<file path="config.mk">
export PLATFORM = sky130hd
export DESIGN_NAME = if_fetch_unit
export DESIGN_NICKNAME = d
export VERILOG_FILES = /design/src/rtl/if_fetch_unit.sv
export SDC_FILE = /design/constraint.sdc
export NUM_CORES = 1
export LEC_CHECK = 0
export CORE_MARGIN = 2
export CORE_UTILIZATION = 50
export DETAILED_ROUTE_END_ITERATION = 12
export PLACE_DENSITY = 0.84
export SLEW_MARGIN = 15
export SYNTH_ARGS = -nofsm -noshare
export SYNTH_HDL_FRONTEND = slang
export SYNTH_SLANG_ARGS = --single-unit
</file>
<file path="constraint.sdc">
create_clock -name clk -period 4.1 [get_ports clk]
set_input_delay 1.025 -clock clk [delete_from_list [all_inputs] [get_ports clk]]
set_output_delay 1.025 -clock clk [all_outputs]
set_load 0.03 [all_outputs]
</file>
<file path="src/rtl/if_fetch_unit.sv">
// if_fetch_unit: in-order instruction fetch with credit-based issue, response buffering and flush.
module if_fetch_unit #(
  parameter int XLEN = 32,
  parameter int DEPTH = 2,
  parameter logic [31:0] NOP = 32'h00000013
) (
  input  logic            clk,
  input  logic            rst,
  input  logic [XLEN-1:0] pc_in,
  output logic            fetch_stall,
  output logic            imem_req_valid,
  output logic [XLEN-1:0] imem_req_addr,
  input  logic            imem_req_ready,
  input  logic            imem_rsp_valid,
  input  logic [31:0]     imem_rsp_data,
  input  logic            flush,
  output logic            id_valid,
  input  logic            id_ready,
  output logic [31:0]     id_instr,
  output logic [XLEN-1:0] id_pc
);
  localparam int CW = $clog2(DEPTH + 1);
  localparam int PW = $clog2(DEPTH);
  logic [CW-1:0] occ, out_cnt, drop_cnt;
  logic [CW:0] used;
  logic [PW-1:0] rq_wp, rq_rp, wp, rp;
  logic [XLEN-1:0] rq_pc [DEPTH];
  logic [31:0] buf_instr [DEPTH];
  logic [XLEN-1:0] buf_pc [DEPTH];
  logic fire, rsp, keep, pop;
  always_comb begin
    used = {1'b0, occ} + {1'b0, out_cnt};
    imem_req_valid = !rst && !flush && (used < (CW+1)'(DEPTH));
    imem_req_addr = pc_in;
    fire = imem_req_valid && imem_req_ready;
    fetch_stall = !rst && !flush && !fire;
    rsp = !rst && imem_rsp_valid && (out_cnt != '0);
    keep = rsp && (drop_cnt == '0) && !flush;
    id_valid = occ != '0;
    id_instr = id_valid ? buf_instr[rp] : NOP;
    id_pc = id_valid ? buf_pc[rp] : '0;
    pop = id_valid && id_ready;
  end
  always_ff @(posedge clk) begin
    if (fire) rq_pc[rq_wp] <= pc_in;
    if (keep) begin
      buf_instr[wp] <= imem_rsp_data;
      buf_pc[wp] <= rq_pc[rq_rp];
    end
  end
  // a flush turns every still-unanswered request into one to be discarded
  always_ff @(posedge clk) begin
    if (rst) begin
      occ <= '0;
      out_cnt <= '0;
      drop_cnt <= '0;
      rq_wp <= '0;
      rq_rp <= '0;
      wp <= '0;
      rp <= '0;
    end else begin
      rq_wp <= rq_wp + PW'(fire);
      rq_rp <= rq_rp + PW'(rsp);
      out_cnt <= out_cnt + CW'(fire) - CW'(rsp);
      if (flush) begin
        drop_cnt <= out_cnt - CW'(rsp);
        occ <= '0;
        wp <= '0;
        rp <= '0;
      end else begin
        drop_cnt <= drop_cnt - CW'(rsp && drop_cnt != '0);
        occ <= occ + CW'(keep) - CW'(pop);
        wp <= wp + PW'(keep);
        rp <= rp + PW'(pop);
      end
    end
  end
  assert property (@(posedge clk) disable iff (rst) imem_rsp_valid |-> out_cnt != '0);
  assert property (@(posedge clk) disable iff (rst) used <= (CW+1)'(DEPTH) && drop_cnt <= out_cnt);
endmodule
</file>
== Yosys cells after proc, flatten, opt, wreduce, memory -nomap -nowiden ==
Memory sizes are Yosys's and may differ from the RTL's. A register that Yosys moved wholly into a read port is not among the register bits.
Cells that the tools add are included.
Word-level totals
  logic and storage cells: 50
  input port bits: 70
  output and inout bits: 99
  memories: 3
  register bits: 10
  memory bits (writable): 192
Memory list
  buf_instr: depth 2, width 32, rd ports 1, clocked after memory_dff 1, wr ports 1, line 28  | logic [31:0] buf_instr [DEPTH];
  buf_pc: depth 2, width 32, rd ports 1, clocked after memory_dff 1, wr ports 1, line 29  | logic [XLEN-1:0] buf_pc [DEPTH];
  rq_pc: depth 2, width 32, rd ports 1, clocked after memory_dff 1, wr ports 1, line 27  | logic [XLEN-1:0] rq_pc [DEPTH];
Operators by class
  reductions and logical operators: 18
  $add $sub $neg: 11
  multiplexer cells: 10
  $lt $le $gt $ge: 1
Operators with widths (number)
  two-way mux 32 bit: 2
  logical AND 1 bit: 10
  subtractor 2 x 1 -> 2 bit: 4
  two-way mux 1 bit: 7
  nonzero test 2 bit: 3
  adder 1 bit: 4
  adder 2 x 1 -> 2 bit: 2
  adder 2 x 2 -> 3 bit: 1
  logical NOT 1 bit: 3
  less-than comparator 3 x 2 -> 1 bit, second input constant: 1
  logical NOT 2 bit: 1
  two-way mux 2 bit: 1
  OR reduction 2 bit: 1

== Logic depth before layout (Yosys ltp) ==
Gate-level depths: netlist (run 1).
  depth in word-level cells: 7
  gate-level depth with buffers: 11

== Worst setup path before layout (run 1) ==
No wires, ideal clock.
  path type: input to register
  start point: input rst
  end point: memory buf_instr[1][0] (enable)
  buffers on the path: 1
  stages: 4
  required time: 3.671 ns
  setup slack: 0.250 ns
  arrival: 3.420 ns
  library setup time: 0.429 ns
  path through: buf_6 -> or3b_4 -> nor4_2 -> ha_1
Between the ends
  cells in the longest elaborated chain, start to end: 7
Ends and longest elaborated chain
  from (decl): line 8  | input logic rst,
  logical NOT 1 bit: line 37  | rsp = !rst && imem_rsp_valid && (out_cnt != '0);
  logical AND 1 bit (2 in series): line 37
  logical AND 1 bit (2 in series): line 38  | keep = rsp && (drop_cnt == '0) && !flush;
  two-way mux 1 bit: line 46  | if (keep) begin
  two-way mux 1 bit (not written as such): line 47  | buf_instr[wp] <= imem_rsp_data;
  to (decl): line 28
No other way between the ends.

== Final worst setup path (run 1) ==
  start point: input flush
  end point: output imem_req_valid
Between the ends
  cells in the longest elaborated chain, start to end: 3
Ends and longest elaborated chain
  from (decl): line 16  | input logic flush,
  logical NOT 1 bit: line 33  | imem_req_valid = !rst && !flush && (used < (CW+1)'(DEPTH));
  logical AND 1 bit (2 in series): line 33
  to (decl): line 11  | output logic imem_req_valid,
No other way between the ends.

==> summary.md, run 1 <==
| Metric | Value |
|---|---|
| Status | `completed` |
| Syn nets | `550` |
| Fraction of the yosys area taken by sequential cells | `0.750` |
| CTS tree | `done` |
| Seq pwr share | `0.532` |
| H-tree depth | `1` |
| Syn Area/Cell | `17.0 um2` |
| First-pass GRT wire length | `22.2 mm` |
| Peak VDD IR | `0.332 mV` |
| Min Tclk post-route | `3.81 ns` |
| Relative slew slack | `0.397` |
| Gate Count Post-Synth | `469` |
| WS Path Type | `in2out` |
| Sw Pwr | `860 uW` |
| Worst R2R Path Depth | `8` |
| Critical Path RT | `3.07 ns` |
| Logic gate share of total power | `0.064` |
| Final period util | `0.930` |
| Yosys top cell area share | `0.725` |
| Ys flop type | `edfxtp_1` |
| NumNets Final | `701` |
| Core box area | `15,700 um2` |
| Clock skew | `0.00925 ns` |
| FF-to-FF setup slack | `1.45 ns` |
| IO Pins | `169` |
| Commonest cells in the synthesized netlist | `edfxtp_1, nor2_1, mux2i_1` |
| Mapped Area | `7950 um2` |
| Initial DRC Count | `163` |
| Post-CTS setup buffer count | `0` |
| HP Class | `reg2reg` |
| Number of flops mapped to enable cells by yosys | `192` |
| Wire per inst | `17.2 um` |
| Hold Fails Final Rpt | `0` |
| PwrDens | `420 nW/um2` |
| Worst-path clk slew | `0.06 ns` |
| PostCTS Resize Cnt | `0` |
| LEAKAGE | `0.00337 uW` |
| Initial antenna violation count | `0` |
| Total internal power | `3500 uW` |
| Cell taking the most area after synthesis | `edfxtp_1` |
| Top cells by area, synth | `edfxtp_1, mux2i_1, mux2_2, buf_4, nor2_1` |
| Hold buffers post-CTS | `0` |
| Max-capacitance violation count | `0` |
| DR vias/cell | `4.96` |
| DRC Markers | `0` |
| Gr usage total | `0.171` |
| Share of layout cells above drive strength 1 | `0.125` |
| Hpwl dp | `9.66 mm` |
| CP arrival | `2.79 ns` |
| Placer congestion estimate | `0.823` |
| Crit path cell chain | `clkdlybuf4s50_1 > or2_2 > nor3_1 > clkdlybuf4s50_1` |
| Worst skew pair latency | `0.48 ns` |
| Num CTS Buffers | `20` |
| DRT antenna net count | `0` |
| Residual overflow from global routing | `0` |
| Area Overhead vs Synth | `30.6%` |
| Worst setup path endpoint | `imem_req_valid` |
| Crit end category | `primary output` |
| Smallest hold slack | `0.561 ns` |
| Number of diodes | `0` |
| Vias in the first global route | `4,370` |
| CP max FO | `7` |
| Routed Wire Length | `14.6 mm` |
| Most frequent cell after synthesis | `edfxtp_1` |
| RSZ-0062 raised after global routing | `false` |
| Die W | `130 um` |
| YS warnings | `0` |
| Worst setup path start | `flush` |
| Worst setup SP type | `input pin` |
| Async S/R FF share, synth | `0` |
| Clock power share | `0.404` |
| Reg2reg start | `occ[0]` |
| Critical path's slowest cell | `clkdlybuf4s50_1` |
| FMAX | `0.262 GHz` |
| Clock sink count | `202` |
| Slew Viols, Final | `0` |
| FP Rows | `46` |
| CTS max path bufs | `3` |
| Slew @ Worst Pin | `0.904 ns` |
| Die Ht | `130 um` |
| Final setup viols | `0` |
| Synthesis-stage register bit count | `202` |
| Sw Share | `0.197` |
| Die area | `16,900 um2` |
| Largest net degree at the start of global routing | `35` |
| Root buf cell | `clkbuf_16` |
| Synth cell types | `28` |
| Worst path depth | `4` |
| Delay-heaviest family, CP | `buffers and inverters` |
| WP buf/inv | `2` |
| Final setup TNS | `0 ns` |
| Starting density of the core | `0.506` |
| TritonRoute pass-1 iters | `4` |
| Cell mode on critical path | `clkdlybuf4s50_1` |
| # port buffers | `168` |
| Reg2reg end | `rq_pc[0][13]` |
| Slowest Stage Delay on Critical Path | `0.70 ns` |
| Vias | `4,214` |
## stage by stage
step                instance area, um2  power (uW)   util  worst slack, ns  cells
detailed placement                9750        2640  0.620            0.285    814
global placement                  9750        2630  0.620            0.335    814
floorplan                         7950        2510      -            0.250    469
CTS                              10400        4410  0.661            0.283    849
global route                     10400        4510  0.661            0.225    849
finish                           10400        4360  0.661            0.285    849
## sequential cells by signal, indices dropped and copies added (netlist names)
signal,flops
buf_instr,64
buf_pc,64
rq_pc,64
drop_cnt,2
occ,2
out_cnt,2
rp,1
rq_rp,1
rq_wp,1
wp,1
## worst min-delay path by stage
stage                  from            end  slack (ns)  depth (start not counted)
5_1_grt        rq_pc[1][30]  buf_pc[0][30]        0.58                          1
4_1_cts        rq_pc[0][13]  buf_pc[0][13]        0.56                          1
3_3_place_gp   rq_pc[1][30]  buf_pc[0][30]        0.54                          1
6_report        rq_pc[0][7]   buf_pc[1][7]        0.56                          1
3_5_place_dp   rq_pc[0][30]  buf_pc[1][30]        0.55                          1
2_1_floorplan         rq_wp          rq_wp        0.53                          3
## power groups by stage
stage,clock (uW),sequential (uW),combinational (uW)
CTS,1810,2320,280
global route,1890,2320,296
global placement,0,2360,269
detailed placement,0,2370,278
finish,1760,2320,278
floorplan,0,2350,164
## cells by family after synthesis
family	synth area share
AO/OA/AOI/OAI	0.00314
XOR/XNOR	0.00661
adder cells (fa/ha/maj)	0.0183
buffers and inverters	0.0485
flip-flops	0.750
multiplexers	0.127
AND/OR/NAND/NOR	0.0463
## metal layers
metal | GRT usage | vias to the layer above | routed length, um
met1 | 0.210 | 2045 | 6010
met3 | 0.0332 | 21 | 968
met4 | 0.0519 | 0 | 227
met2 | 0.309 | 156 | 7410
met5 | 0 | - | 0
li1 | - | 1992 | -
## placed cells by master (no fill, tap or decap), types with 3 or more instances in the layout
cell / n
buf_4: 6
clkbuf_16: 21
dfxtp_1: 8
clkdlybuf4s50_1: 168
nand2_1: 3
mux2i_1: 65
nor2_1: 73
inv_1: 10
mux2_2: 32
xor2_1: 4
clkinv_1: 6
edfxtp_1: 192
clkbuf_1: 4
buf_12: 5
ha_1: 6
## layout make-up
type | instances | area, um2
clock inverter | 10 | 98.8
clock buffer | 25 | 541
multi-input combinational | 206 | 1640
timing repair buffer | 179 | 1830
tap | 216 | 270
inverter | 11 | 41.3
fill | 1046 | 5330
sequential | 202 | 5970
No activity file was read; power rests on OpenSTA's default activity.
==> run 2: changes to the inputs <==
- GPL_ROUTABILITY_DRIVEN: unset -> 0
- SLEW_MARGIN: 15 -> unset
==> results of run 2 <==
Final layout, timing and power as in run 1 (identical DEF).
==> RTL change 1, RTL diff (config.mk and constraints of run 2) <==
Change the parameter `XLEN` from 32 to 16.
--- a/src/rtl/if_fetch_unit.sv
+++ b/src/rtl/if_fetch_unit.sv
@@ -1,6 +1,6 @@
 // if_fetch_unit: in-order instruction fetch with credit-based issue, response buffering and flush.
 module if_fetch_unit #(
-  parameter int XLEN = 32,
+  parameter int XLEN = 16,
   parameter int DEPTH = 2,
   parameter logic [31:0] NOP = 32'h00000013
 ) (
Ports: changed (resized id_pc, imem_req_addr and pc_in); port bits go from 169 to 121. No check against the original RTL was run, so the function may have changed too.
==> RTL change 1 against run 2 <==
- largest power group unchanged
- clock skew is 0.0026 ns lower
- synthesized cell count decreased by 28%
- worst setup slack gained 0.012 ns
- design area down 30%
- total power fell by 29%
- wire length decreased by 35%
- area after synthesis shrank 31%
- clock power is 24% lower
- sequential share of layout area is 1.6 points lower
- sequential cell count down 64
==> RTL change 1: results (changes against run 2) <==
Global route
  – Met3 Resource Use GR: 5.02% (was 3.32%)
  – GRT Resource Usage Total: 16.8% (was 17.1%)
  – First-pass GRT wire length: 14600 um (was 22200 um)
  – Largest net degree at the start of global routing: 50 (was 35)

Synthesis
  – Syn Inst Count: 336 (was 469)
  – EDFF count, synth: 128 (was 192)
  – Synth cell types: 27 (was 28)
  – Post-Syn Nets: 401 (was 550)
  – Top cells by area, synth: edfxtp_1 70%, mux2i_1 8.9%, nor2_1 3.9% (was edfxtp_1 72%, mux2i_1 8.2%, mux2_2 4.5%)
  – Commonest cells post-synth: 128 x edfxtp_1, 57 x nor2_1, 49 x mux2i_1, 19 x buf_4, 16 x mux2_2 (was 192 x edfxtp_1, 73 x nor2_1, 65 x mux2i_1, 38 x buf_4, 32 x mux2_2)
  – Seq/Total Area, Yosys: 73.6% (was 75.0%)

Route
  – Routed metal-1 wirelength: 3690 um (was 6010 um)
  – Iter 0 DRT Violations: 119 (was 163)
  – Vias/cell: 4.93 (was 4.96)
  – Routed wl met3: 517 um (was 968 um)

STA
  – Worst clock skew: 0.00669 ns (was 0.00925 ns)

Placement
  – Placed cell area: 6720 sq um (was 9750 sq um)
  – HPWL Detailed: 6270 um (was 9660 um)
  – Pre-CTS setup slack: 0.299 ns (was 0.285 ns)

Critical path
  – Worst EP arrival: 2.78 ns (was 2.79 ns)

Finish
  – Final cell count without fillers: 604 (was 849)
  – # fillers: 767 (was 1046)

Power and ir drop
  – Leak: 0.00241 uW (was 0.00337 uW)

Clock tree
  – CTS buffer count: 17 (was 20)

Run status
  – Status: finished clean (unchanged)
[RTL change 1: cell types whose count changed in the layout (fill, tap and decap cells not counted), sizes merged, moves of 7 or more]
cell,change
clkbuf,-7
clkdlybuf4s50,-48
mux2,-16
nor2,-16
mux2i,-16
edfxtp,-64
[RTL change 1: cells by family (layout without fill, tap and decap cells)]
family,count (synthesis),after routing,share of synthesized area [%]
compound gates,4,4,0.455
xor+xnor,6,6,0.956
fa+ha+maj,11,11,2.64
buf+inv,40,168,4.60
flops,138,138,73.6
mux,65,65,12.2
simple gates,72,72,5.60
[RTL change 1: worst paths after layout]
check / startpoint / endpoint / slack [ns] / cells after the start
worst max-delay path: flush / fetch_stall / 0.30 / 4
worst min-delay path: rq_pc[0][6] / buf_pc[0][6] / 0.57 / 1
worst max register to register: occ[0] / rq_pc[0][9] / 1.62 / 7
worst min register to register: rq_pc[0][6] / buf_pc[0][6] / 0.57 / 1
[RTL change 1: power groups by stage]
stage / Clock [uW] / Combinational (uW) / Sequential [uW]
after floorplan: 0 / 102 / 1600
after global placement: 0 / 175 / 1610
after detailed placement: 0 / 182 / 1610
after CTS: 1350 / 184 / 1580
after global routing: 1420 / 196 / 1580
final: 1330 / 181 / 1580
[RTL change 1: critical path, stage by stage]
cell and delay [ns]:
clkdlybuf4s50_1 0.53, or2_2 0.38, a21oi_1 0.14, clkdlybuf4s50_1 0.70
[RTL change 1: cell type report]
| class | count | area, sq um | area share, % |
|---|---|---|---|
| Clock buffer | 18 | 418 | 5.77 |
| Timing Repair Buffer | 126 | 1250 | 17.2 |
| Tap cell | 140 | 175 | 2.42 |
| Clock inverter | 13 | 106 | 1.47 |
| Multi-Input combinational cell | 158 | 1210 | 16.7 |
| Sequential cell | 138 | 4050 | 55.9 |
| Inverter | 11 | 41.3 | 0.570 |
==> RTL change 2, RTL diff (flow settings as in run 2) <==
Without the edit above. Reset style: asynchronous (`rst`), changed in one clocked block.
--- a/src/rtl/if_fetch_unit.sv
+++ b/src/rtl/if_fetch_unit.sv
@@ -49,7 +49,7 @@
     end
   end
   // a flush turns every still-unanswered request into one to be discarded
-  always_ff @(posedge clk) begin
+  always_ff @(posedge clk or posedge rst) begin
     if (rst) begin
       occ <= '0;
       out_cnt <= '0;
Formal check against the unedited RTL: differs if rst is asserted again (counterexample within 4 cycles, from zero or initial values and one cycle with rst high); with rst held inactive, the same outputs for 4 cycles.
==> RTL change 2 against run 2 <==
- register-to-register slack worse by 0.17 ns
- sequential cell count unchanged
- synthesized cell count down 1.7%
- critical path type unchanged
- worst setup slack better by 0.031 ns
- die area up 0.46%
- area after synthesis up 0.47%
- design area down 0.27%
- wire length up 0.56%
Power is not compared: it rests on default switching activity, and its combinational part moved more than twofold at a synthesized area within 25%.
==> RTL change 2: results (changes against run 2) <==
STA
  – Final worst setup slack: 0.316 ns (was 0.285 ns)
  – Tightest Pin Transition: 0.848 ns (was 0.904 ns)

Finish
  – Final cell count without fillers: 842 (was 849)
  – # fillers: 1095 (was 1046)
  – Share of cells above drive strength 1: 13.1% (was 12.5%)

Synthesis
  – Synth cell types: 22 (was 28)
  – Proportion of synthesized area in mux cells: 12.7% (about the same)
  – Seq/Total Area, Yosys: 75.3% (was 75.0%)
  – Synth Area in Compound Gates: 0.282% (was 0.315%)

Critical path
  – Critical path origin: rst (was flush)
  – Worst r2r dst: rq_pc[1][8] (was rq_pc[0][13])
  – Worst EP arrival: 2.76 ns (was 2.79 ns)
  – Maximum fanout along the worst path: 5 (was 7)
  – FF-to-FF setup slack: 1.28 ns (was 1.45 ns)
  – Reg-to-Reg Start: occ[0] (unchanged)

Placement
  – Placed cell area: 9730 sq um (was 9750 sq um)
  – Pre-CTS setup slack: 0.338 ns (was 0.285 ns)

Global route
  – Largest net degree at the start of global routing: 43 (was 35)
  – First-pass GRT wire length: 22100 um (was 22200 um)

Route
  – DR WL/cell: 17.5 um (was 17.2 um)
  – DR vias: 4212 (was 4214)
  – Iter 0 DRT Violations: 259 (was 163)

Run status
  – Status: finished clean (unchanged)

Worst hold path
  – Hold Crit Start: out_cnt[0] (was rq_pc[0][7])
  – Hold Path Sink: out_cnt[0] (was buf_pc[1][7])

Clock tree
  – CTS buffer count: 21 (was 20)
RTL change 2: layer usage:
layer | wire (um) | vias up | global-route usage (%)
met5 | 0 | - | 0
met4 | 205 | 0 | 4.38
met3 | 961 | 20 | 3.83
met2 | 7620 | 145 | 31.3
met1 | 5910 | 2083 | 20.2
li1 | - | 1964 | -
RTL change 2: critical path: stages:
cell and delay, ns:
clkdlybuf4s50_1 0.49, nor4_2 0.40, nand2_2 0.11, inv_2 0.08, nor3_1 0.05, clkdlybuf4s50_1 0.59
RTL change 2: cell type report:
cell class              instances  area [sq um]  share of cell area (%)
clock buffers                  25           541                    5.22
clock inverters                12          90.1                   0.870
inverters                      12          45.0                   0.435
multi-input cells             197          1600                    15.4
flip-flops and latches        202          6020                    58.1
well taps                     216           270                    2.61
repair buffers                178          1790                    17.3
RTL change 2: power by group:
group	internal (uW)	switching, uW
sequential	2470	186
combinational	887	1100
clock	1010	730
total	4360	2020
